## src/rtl/mul_div_exec_unit.sv

```systemverilog
// Multi-cycle MUL/DIVU/REMU functional unit for the Tomasulo core.
// It executes one operation at a time, then holds the result on the CDB until the arbiter grants it.
module mul_div_exec_unit #(
    parameter int MUL_CYCLES = 10,
    parameter int DIV_CYCLES = 40
) (
    input  logic        clk,
    input  logic        rst_n,
    input  logic        start_in,
    input  logic [2:0]  op_in,
    input  logic [31:0] vj_in,
    input  logic [31:0] vk_in,
    input  logic [3:0]  tag_in,
    output logic        ready_o,
    output logic        cdb_req,
    input  logic        cdb_grant,
    output logic        cdb_valid,
    output logic [3:0]  cdb_tag,
    output logic [31:0] cdb_data,
    output logic        done
);

    localparam int MAX_LAT = (MUL_CYCLES > DIV_CYCLES) ? MUL_CYCLES : DIV_CYCLES;
    localparam int CW      = $clog2(MAX_LAT);

    localparam logic [CW-1:0] MUL_LOAD = CW'(MUL_CYCLES - 1);
    localparam logic [CW-1:0] DIV_LOAD = CW'(DIV_CYCLES - 1);

    localparam logic [2:0] OP_MUL  = 3'd2;
    localparam logic [2:0] OP_DIVU = 3'd3;
    localparam logic [2:0] OP_REMU = 3'd4;

    typedef enum logic [1:0] {IDLE, EXEC, REQ} state_t;

    state_t        state, state_nxt;
    logic [CW-1:0] cnt;
    logic [2:0]    op_q;
    logic [31:0]   a_q;
    logic [31:0]   b_q;
    logic [31:0]   quo;
    logic [32:0]   rem;
    logic [5:0]    div_iter;

    logic [33:0]   trial;
    logic          borrow;
    logic [31:0]   prod;
    logic [31:0]   result;
    logic          accept;

    assign accept  = (state == IDLE) && start_in;
    assign ready_o = (state == IDLE);
    assign cdb_req = (state == REQ);
    assign cdb_valid = cdb_req & cdb_grant;
    assign done      = cdb_valid;

    // Restoring step: shift the next dividend bit into the remainder and try to subtract the divisor.
    // A zero divisor never borrows, which naturally yields an all-ones quotient and remainder = dividend.
    assign trial  = {rem, quo[31]} - {2'b00, b_q};
    assign borrow = trial[33];
    assign prod   = a_q * b_q;

    always_comb begin
        // NOTE: every always_comb output gets a default first so no path can leave it unassigned (no latch).
        result = 32'd0;
        case (op_q)
            OP_MUL:  result = prod;
            OP_DIVU: result = quo;
            OP_REMU: result = rem[31:0];
            default: result = 32'd0;
        endcase
    end

    always_comb begin
        state_nxt = state;
        case (state)
            IDLE:    if (start_in)   state_nxt = EXEC;
            EXEC:    if (cnt == '0)  state_nxt = REQ;
            REQ:     if (cdb_grant)  state_nxt = IDLE;
            default: state_nxt = IDLE;
        endcase
    end

    // NOTE: sequential state uses non-blocking assignments so every register samples pre-edge values.
    always_ff @(posedge clk or negedge rst_n) begin
        if (!rst_n) state <= IDLE;
        else        state <= state_nxt;
    end

    always_ff @(posedge clk or negedge rst_n) begin
        if (!rst_n) begin
            cnt      <= '0;
            op_q     <= 3'd0;
            a_q      <= 32'd0;
            b_q      <= 32'd0;
            quo      <= 32'd0;
            rem      <= 33'd0;
            div_iter <= 6'd0;
            cdb_tag  <= 4'd0;
            cdb_data <= 32'd0;
        end else if (accept) begin
            op_q     <= op_in;
            a_q      <= vj_in;
            b_q      <= vk_in;
            quo      <= vj_in;
            rem      <= 33'd0;
            div_iter <= 6'd0;
            cdb_tag  <= tag_in;
            cnt      <= (op_in == OP_DIVU || op_in == OP_REMU) ? DIV_LOAD : MUL_LOAD;
        end else if (state == EXEC) begin
            if (cnt != '0) cnt <= cnt - CW'(1);
            else           cdb_data <= result;

            // Exactly 32 iterations from the first EXEC cycle; later EXEC cycles are padding.
            if (!div_iter[5]) begin
                div_iter <= div_iter + 6'd1;
                quo      <= {quo[30:0], ~borrow};
                rem      <= borrow ? {rem[31:0], quo[31]} : trial[32:0];
            end
        end
    end

endmodule
```

## config.mk

```make
export PLATFORM = sky130hd
export DESIGN_NAME = mul_div_exec_unit
export DESIGN_NICKNAME = d
export VERILOG_FILES = /design/src/rtl/mul_div_exec_unit.sv
export SDC_FILE = /design/constraint.sdc
export NUM_CORES = 2
export LEC_CHECK = 0
export CORE_ASPECT_RATIO = 0.75
export CORE_MARGIN = 5
export CORE_UTILIZATION = 58
export DETAILED_ROUTE_END_ITERATION = 7
export GPL_TIMING_DRIVEN = 0
export PLACE_DENSITY = 0.77
export SYNTH_ARGS = -nofsm -noshare
export SYNTH_HDL_FRONTEND = slang
export SYNTH_SLANG_ARGS = --single-unit
```

## constraint.sdc

```tcl
create_clock -name clk -period 8.8 [get_ports clk]
set_input_delay 0.88 -clock clk [delete_from_list [all_inputs] [get_ports clk]]
set_output_delay 0.88 -clock clk [all_outputs]
set_load 0.01 [all_outputs]
```

After elaboration in Yosys (flattened, before gate mapping):

Cells that the tools add are included.

* register bits after elaboration: 182
* input bits: 75
* output and inout bits: 40
* logic and storage cells: 60

* add/sub/neg operators: 3
* multipliers: 1
* eq/ne operators: 11
* muxes and demuxes: 19
* bitwise logic cells: 4
* reductions and logical operators: 11

Operators by type and width (count)
* $mux 33: 4
* $mux 32: 3
* $pmux 32 s3: 1
* $mux 6: 7
* $sub 34x32->34: 1
* $mul 32x32->32: 1
* $eq 3x2->1 const B: 3
* $add 6x1->6 const B: 1
* $eq 3x3->1 const B: 2
* $logic_not 6->1: 1
* $mux 2: 3
* $pmux 2 s3: 1
* $reduce_and 3->1: 2
* $reduce_bool 6->1: 1
* $sub 6x1->6 const B: 1
* $ne 2x1->1 const B: 2
* $ne 2x2->1 const B: 2
* $reduce_and 2->1: 2
* $reduce_bool 2->1: 2
* $not 1->1: 3
* $eq 2x1->1 const B: 1
* $eq 2x2->1 const B: 1
* $logic_not 2->1: 1
* $and 1x1->1: 1
* other kinds (2): 2

Longest topological paths before layout:

* depth after elaboration: 5
* depth in mapped cells: 27
* depth with buffers taken out: 25

Worst setup path before layout:

Ideal clock, no wire load.

* path kind: register to register
* start point: register b_q[5]
* end point: register cdb_data[30]
* library setup time: 129 ps
* data arrival time: 6720 ps
* required time: 8671 ps
* slack: 1951 ps
* cell stages (with the launch flop): 26
* path buffers: 2
* clock period less this slack: 6849 ps
* path through: dfrtp_1 clkbuf_1 clkbuf_1 and2_1 fa_1 fa_1 fa_1 inv_1 fa_1 inv_1 fa_1 inv_1 fa_1 inv_1 fa_1 fa_1 ha_1 a21o_1 a21o_1 a311oi_1 o21bai_1 a221oi_1 o21ai_1 mux2i_1 a211oi_1 o21ai_1

* longest elaborated chain between the ends: 2

RTL lines
* start: declaration: RTL line 39 `logic [31:0] b_q;`
* start signal: assignment: RTL line 103 `b_q <= vk_in;`
* $mul 32x32->32: RTL line 60 `assign prod = a_q * b_q;`
* $pmux 32 s3: RTL line 65 `case (op_q)`
* end signal: assignment: RTL line 111 `else cdb_data <= result;`
* end: declaration: RTL line 19 `output logic [31:0] cdb_data,`

Every way passes these cells.
A chain may end at the register's enable or synchronous reset.

Worst setup path in the final report:

* start point: register a_q[5]
* end point: register cdb_data[31]

* longest elaborated chain between the ends: 2

RTL lines
* start: declaration: RTL line 38 `logic [31:0] a_q;`
* start signal: assignment: RTL line 102 `a_q <= vj_in;`
* $mul 32x32->32: RTL line 60
* $pmux 32 s3: RTL line 65

Every way passes these cells.

==> metrics.txt <==
outcome=complete, no violations; fmax=115 MHz; fin nets=3590; DP HPWL=73300 µm; die height=191 µm; Worst setup SP type=register; Tot GR Track Use=38.2%; Worst path top cell family by delay=adder cells; slowest stage cell, crit path=clkbuf_1; worst-path fanout max=10; worst min-delay path class=in2async; layout cells sized above 1=2.26%; placed instance area=0.0271 mm²; Wirelength per Cell=25.6 µm; total of max-cap violations=0; PortBufs=114; Die Width=251 µm; clock root cell=clkbuf_16; Syn Nets=3457; CTS Buffer Depth=2; total negative slack=0 ns; vias per cell=6.01; crit path DAT=8.98 ns; DRC viols=0; gp weighted congestion=1.06; Hold Vio Cnt, Final=0; Inserted Clock Buffers=17; cell area after synthesis=0.0252 mm²; ys async rst share=100%; CP Capture Type=register; clock slew at reported path FFs=0.08 ns; core area=0.0432 mm²; Final Cell Area=0.0277 mm²; Die Footprint=0.0478 mm²; Reg2Reg Depth=24; relative slew slack=26.1%; initial core utilization=58.4%; Synth Area per Inst=8.95 µm²; drt first-iter violations=2221; gr ovfl total=0; Layout Skew=0.0175 ns; Sink Count=182; Post-Syn Instances=2816; cts hold-fix bufs=0; peak per-stage delay on the critical path=0.83 ns; fin crit share=98.5%; Vias=21.3k; RSZ-0062 raised after global routing=false; Slew @ Worst Pin=1.11 ns; final WL=90700 µm; synth top area cells=fa_1 32%, dfrtp_1 18%, and2_1 7.8%; cell with the most instances on the worst path=fa_1; cell taking the most area after synthesis=fa_1; Crit Path Category=reg2reg; CP required=9.11 ns; vias in the first global route=21.7k; Final ANT Viol Nets=0; filler cell count=3687; Final Slew Violations=0; TritonCTS clock tree=done; Levels on crit path=24; Setup-failing EPs final=0; Cell Chain, Critical Path=clkbuf_1 -> clkbuf_1 -> nand2_1 -> fa_1 -> inv_1 -> fa_1 -> fa_1 -> inv_1 -> fa_1 -> inv_1 -> fa_1 -> ha_1 -> fa_1 -> fa_1 -> ha_1 -> and3_1 -> nand3_1 -> a2bb2oi_1 -> o21ai_1 -> a21oi_1 -> a21oi_1 -> a211oi_1 -> xnor2_1 -> o221ai_1; I/O Pins=115; largest net degree at the start of global routing=98; top_reg_cell synth=dfrtp_1; initial antenna violation count=3; P&R area growth vs syn=10.0%; crit path buf inv count=5; Final Critical Period=8.67 ns; Syn. warnings=0; First-pass DRT Iterations=6; first-pass GRT wire length=134000 µm; post-synthesis sequential area ratio=18.1%; Core Rows=66; Cell variety after synth=77; clk_lat worst skew=0.46 ns; Synth Register Bits=182; Yosys top cell area share=32.5%; number of synthesized flops with an enable pin=0; htree depth=4
## metrics by stage
step / std cells / setup slack (ns) / hold slack [ns] / util [%]
after global placement: 3508 / -0.762 / 0.459 / 62.7
after floorplan: 2816 / 1.95 / 0.446 / -
final: 3541 / 0.130 / 0.404 / 64.2
after CTS: 3540 / 0.153 / 0.452 / 64.2
after global routing: 3539 / 0.0655 / 0.466 / 64.2
after detailed placement: 3509 / 0.171 / 0.472 / 62.8
## worst register-to-register path: stages, from the launching register on
cell and delay (ns):
dfrtp_1 0.32, clkbuf_1 0.54, clkbuf_1 0.83, nand2_1 0.17, fa_1 0.53, inv_1 0.06, fa_1 0.46, fa_1 0.50
inv_1 0.05, fa_1 0.47, inv_1 0.06, fa_1 0.47, ha_1 0.30, fa_1 0.51, fa_1 0.42, ha_1 0.41
and3_1 0.26, nand3_1 0.12, a2bb2oi_1 0.16, o21ai_1 0.30, a21oi_1 0.61, a21oi_1 0.20, a211oi_1 0.37, xnor2_1 0.24
o221ai_1 0.18
## sequential cells by signal (all words and copies together) (netlist names)
register and cells:
rem 33, a_q 32, b_q 32, cdb_data 32, quo 32, cnt 6, div_iter 6, cdb_tag 4
op_q 3, state 2
## area by class of cell
| class | instances | area, µm² | area share [%] |
|---|---|---|---|
| clock inverter | 11 | 164 | 0.591 |
| timing repair buffer | 115 | 1170 | 4.23 |
| tap | 578 | 723 | 2.61 |
| clock buffer | 20 | 457 | 1.65 |
| multi-input combinational | 2057 | 18400 | 66.5 |
| inverter | 421 | 1580 | 5.70 |
| antenna | 2 | 5.00 | 0.0180 |
| sequential | 182 | 4550 | 16.4 |
| buffer | 155 | 628 | 2.26 |
## cells in the mapped netlist, types with 4 or more instances
| cell | n |
|---|---|
| fa_1 | 409 |
| xnor2_1 | 74 |
| nand3_1 | 79 |
| clkbuf_1 | 143 |
| and3_1 | 7 |
| a222oi_1 | 4 |
| nand2b_1 | 13 |
| inv_1 | 420 |
| nor2b_1 | 10 |
| buf_6 | 4 |
| a21o_1 | 25 |
| dfrtp_1 | 182 |
| a21oi_1 | 61 |
| a221o_1 | 4 |
| a2bb2oi_1 | 4 |
| a22o_1 | 5 |
| a22oi_1 | 35 |
| o221ai_1 | 12 |
| xor2_1 | 30 |
| nor4_1 | 4 |
| mux2i_1 | 11 |
| and2_1 | 315 |
| nand2_1 | 514 |
| nor3_1 | 9 |
| a32oi_1 | 12 |
| o21a_1 | 12 |
| nor2_1 | 56 |
| o21ai_0 | 89 |
| ha_1 | 157 |
| a31oi_1 | 8 |
| o211ai_1 | 6 |
| buf_1 | 4 |
| a211oi_1 | 10 |
| o21ai_1 | 20 |
| or3_1 | 6 |
## final timing paths
path	startpoint	end	slack (ns)
max	a_q[5]$_DFFE_PN0P_	cdb_data[31]$_DFFE_PN0P_	0.13
min	rst_n	cnt[0]$_DFFE_PN0P_	0.40
min in group clk	cdb_data[3]$_DFFE_PN0P_	cdb_data[3]$_DFFE_PN0P_	0.49
max in group asynchronous	rst_n	b_q[10]$_DFFE_PN0P_	7.43
min reg2reg	cdb_data[3]$_DFFE_PN0P_	cdb_data[3]$_DFFE_PN0P_	0.49
max reg2reg	a_q[5]$_DFFE_PN0P_	cdb_data[31]$_DFFE_PN0P_	0.13
## cells in the final DEF, fill, tap and decap left out, types with 17 or more instances in the layout
cell,Yosys,final
clkbuf_16,0,17
fa_1,409,409
inv_1,420,420
a21oi_1,61,61
a21o_1,25,25
a22oi_1,35,35
nand3_1,79,79
clkdlybuf4s50_1,0,113
and2_1,315,315
clkbuf_1,143,139
nand2_1,514,514
o21ai_0,89,89
xor2_1,30,30
ha_1,157,157
o21ai_1,20,20
nor2_1,56,56
xnor2_1,74,74
dfrtp_1,182,182
## cells by family (layout without fill, tap and decap cells)
| kind of cell | Yosys count | count (layout) | synth area share, % |
|---|---|---|---|
| xor+xnor | 106 | 106 | 3.74 |
| mux | 11 | 11 | 0.437 |
| compound gates | 348 | 348 | 9.26 |
| other cells | 0 | 2 | 0 |
| flops | 182 | 182 | 18.1 |
| fa+ha+maj | 566 | 566 | 40.3 |
| buf+inv | 577 | 722 | 8.75 |
| simple gates | 1026 | 1026 | 19.5 |
## routing by layer
metal	track usage [%]	routed length [µm]	vias to the layer above
met4	13.1	3660	2
met1	52.8	36500	10734
li1	-	-	9025
met2	53.4	37000	1299
met5	0	14	-
met3	17.7	13500	220
## what timing repair did
action / in CTS / in global routing
endpoints found under the hold margin: 0 / 0
setup buffers: 0 / 0
resized for setup: 0 / 12
endpoints found under the setup margin: 0 / 5
Power is not shown: default switching activity piles up to over one toggle a cycle in this logic, so the estimate is an artifact.
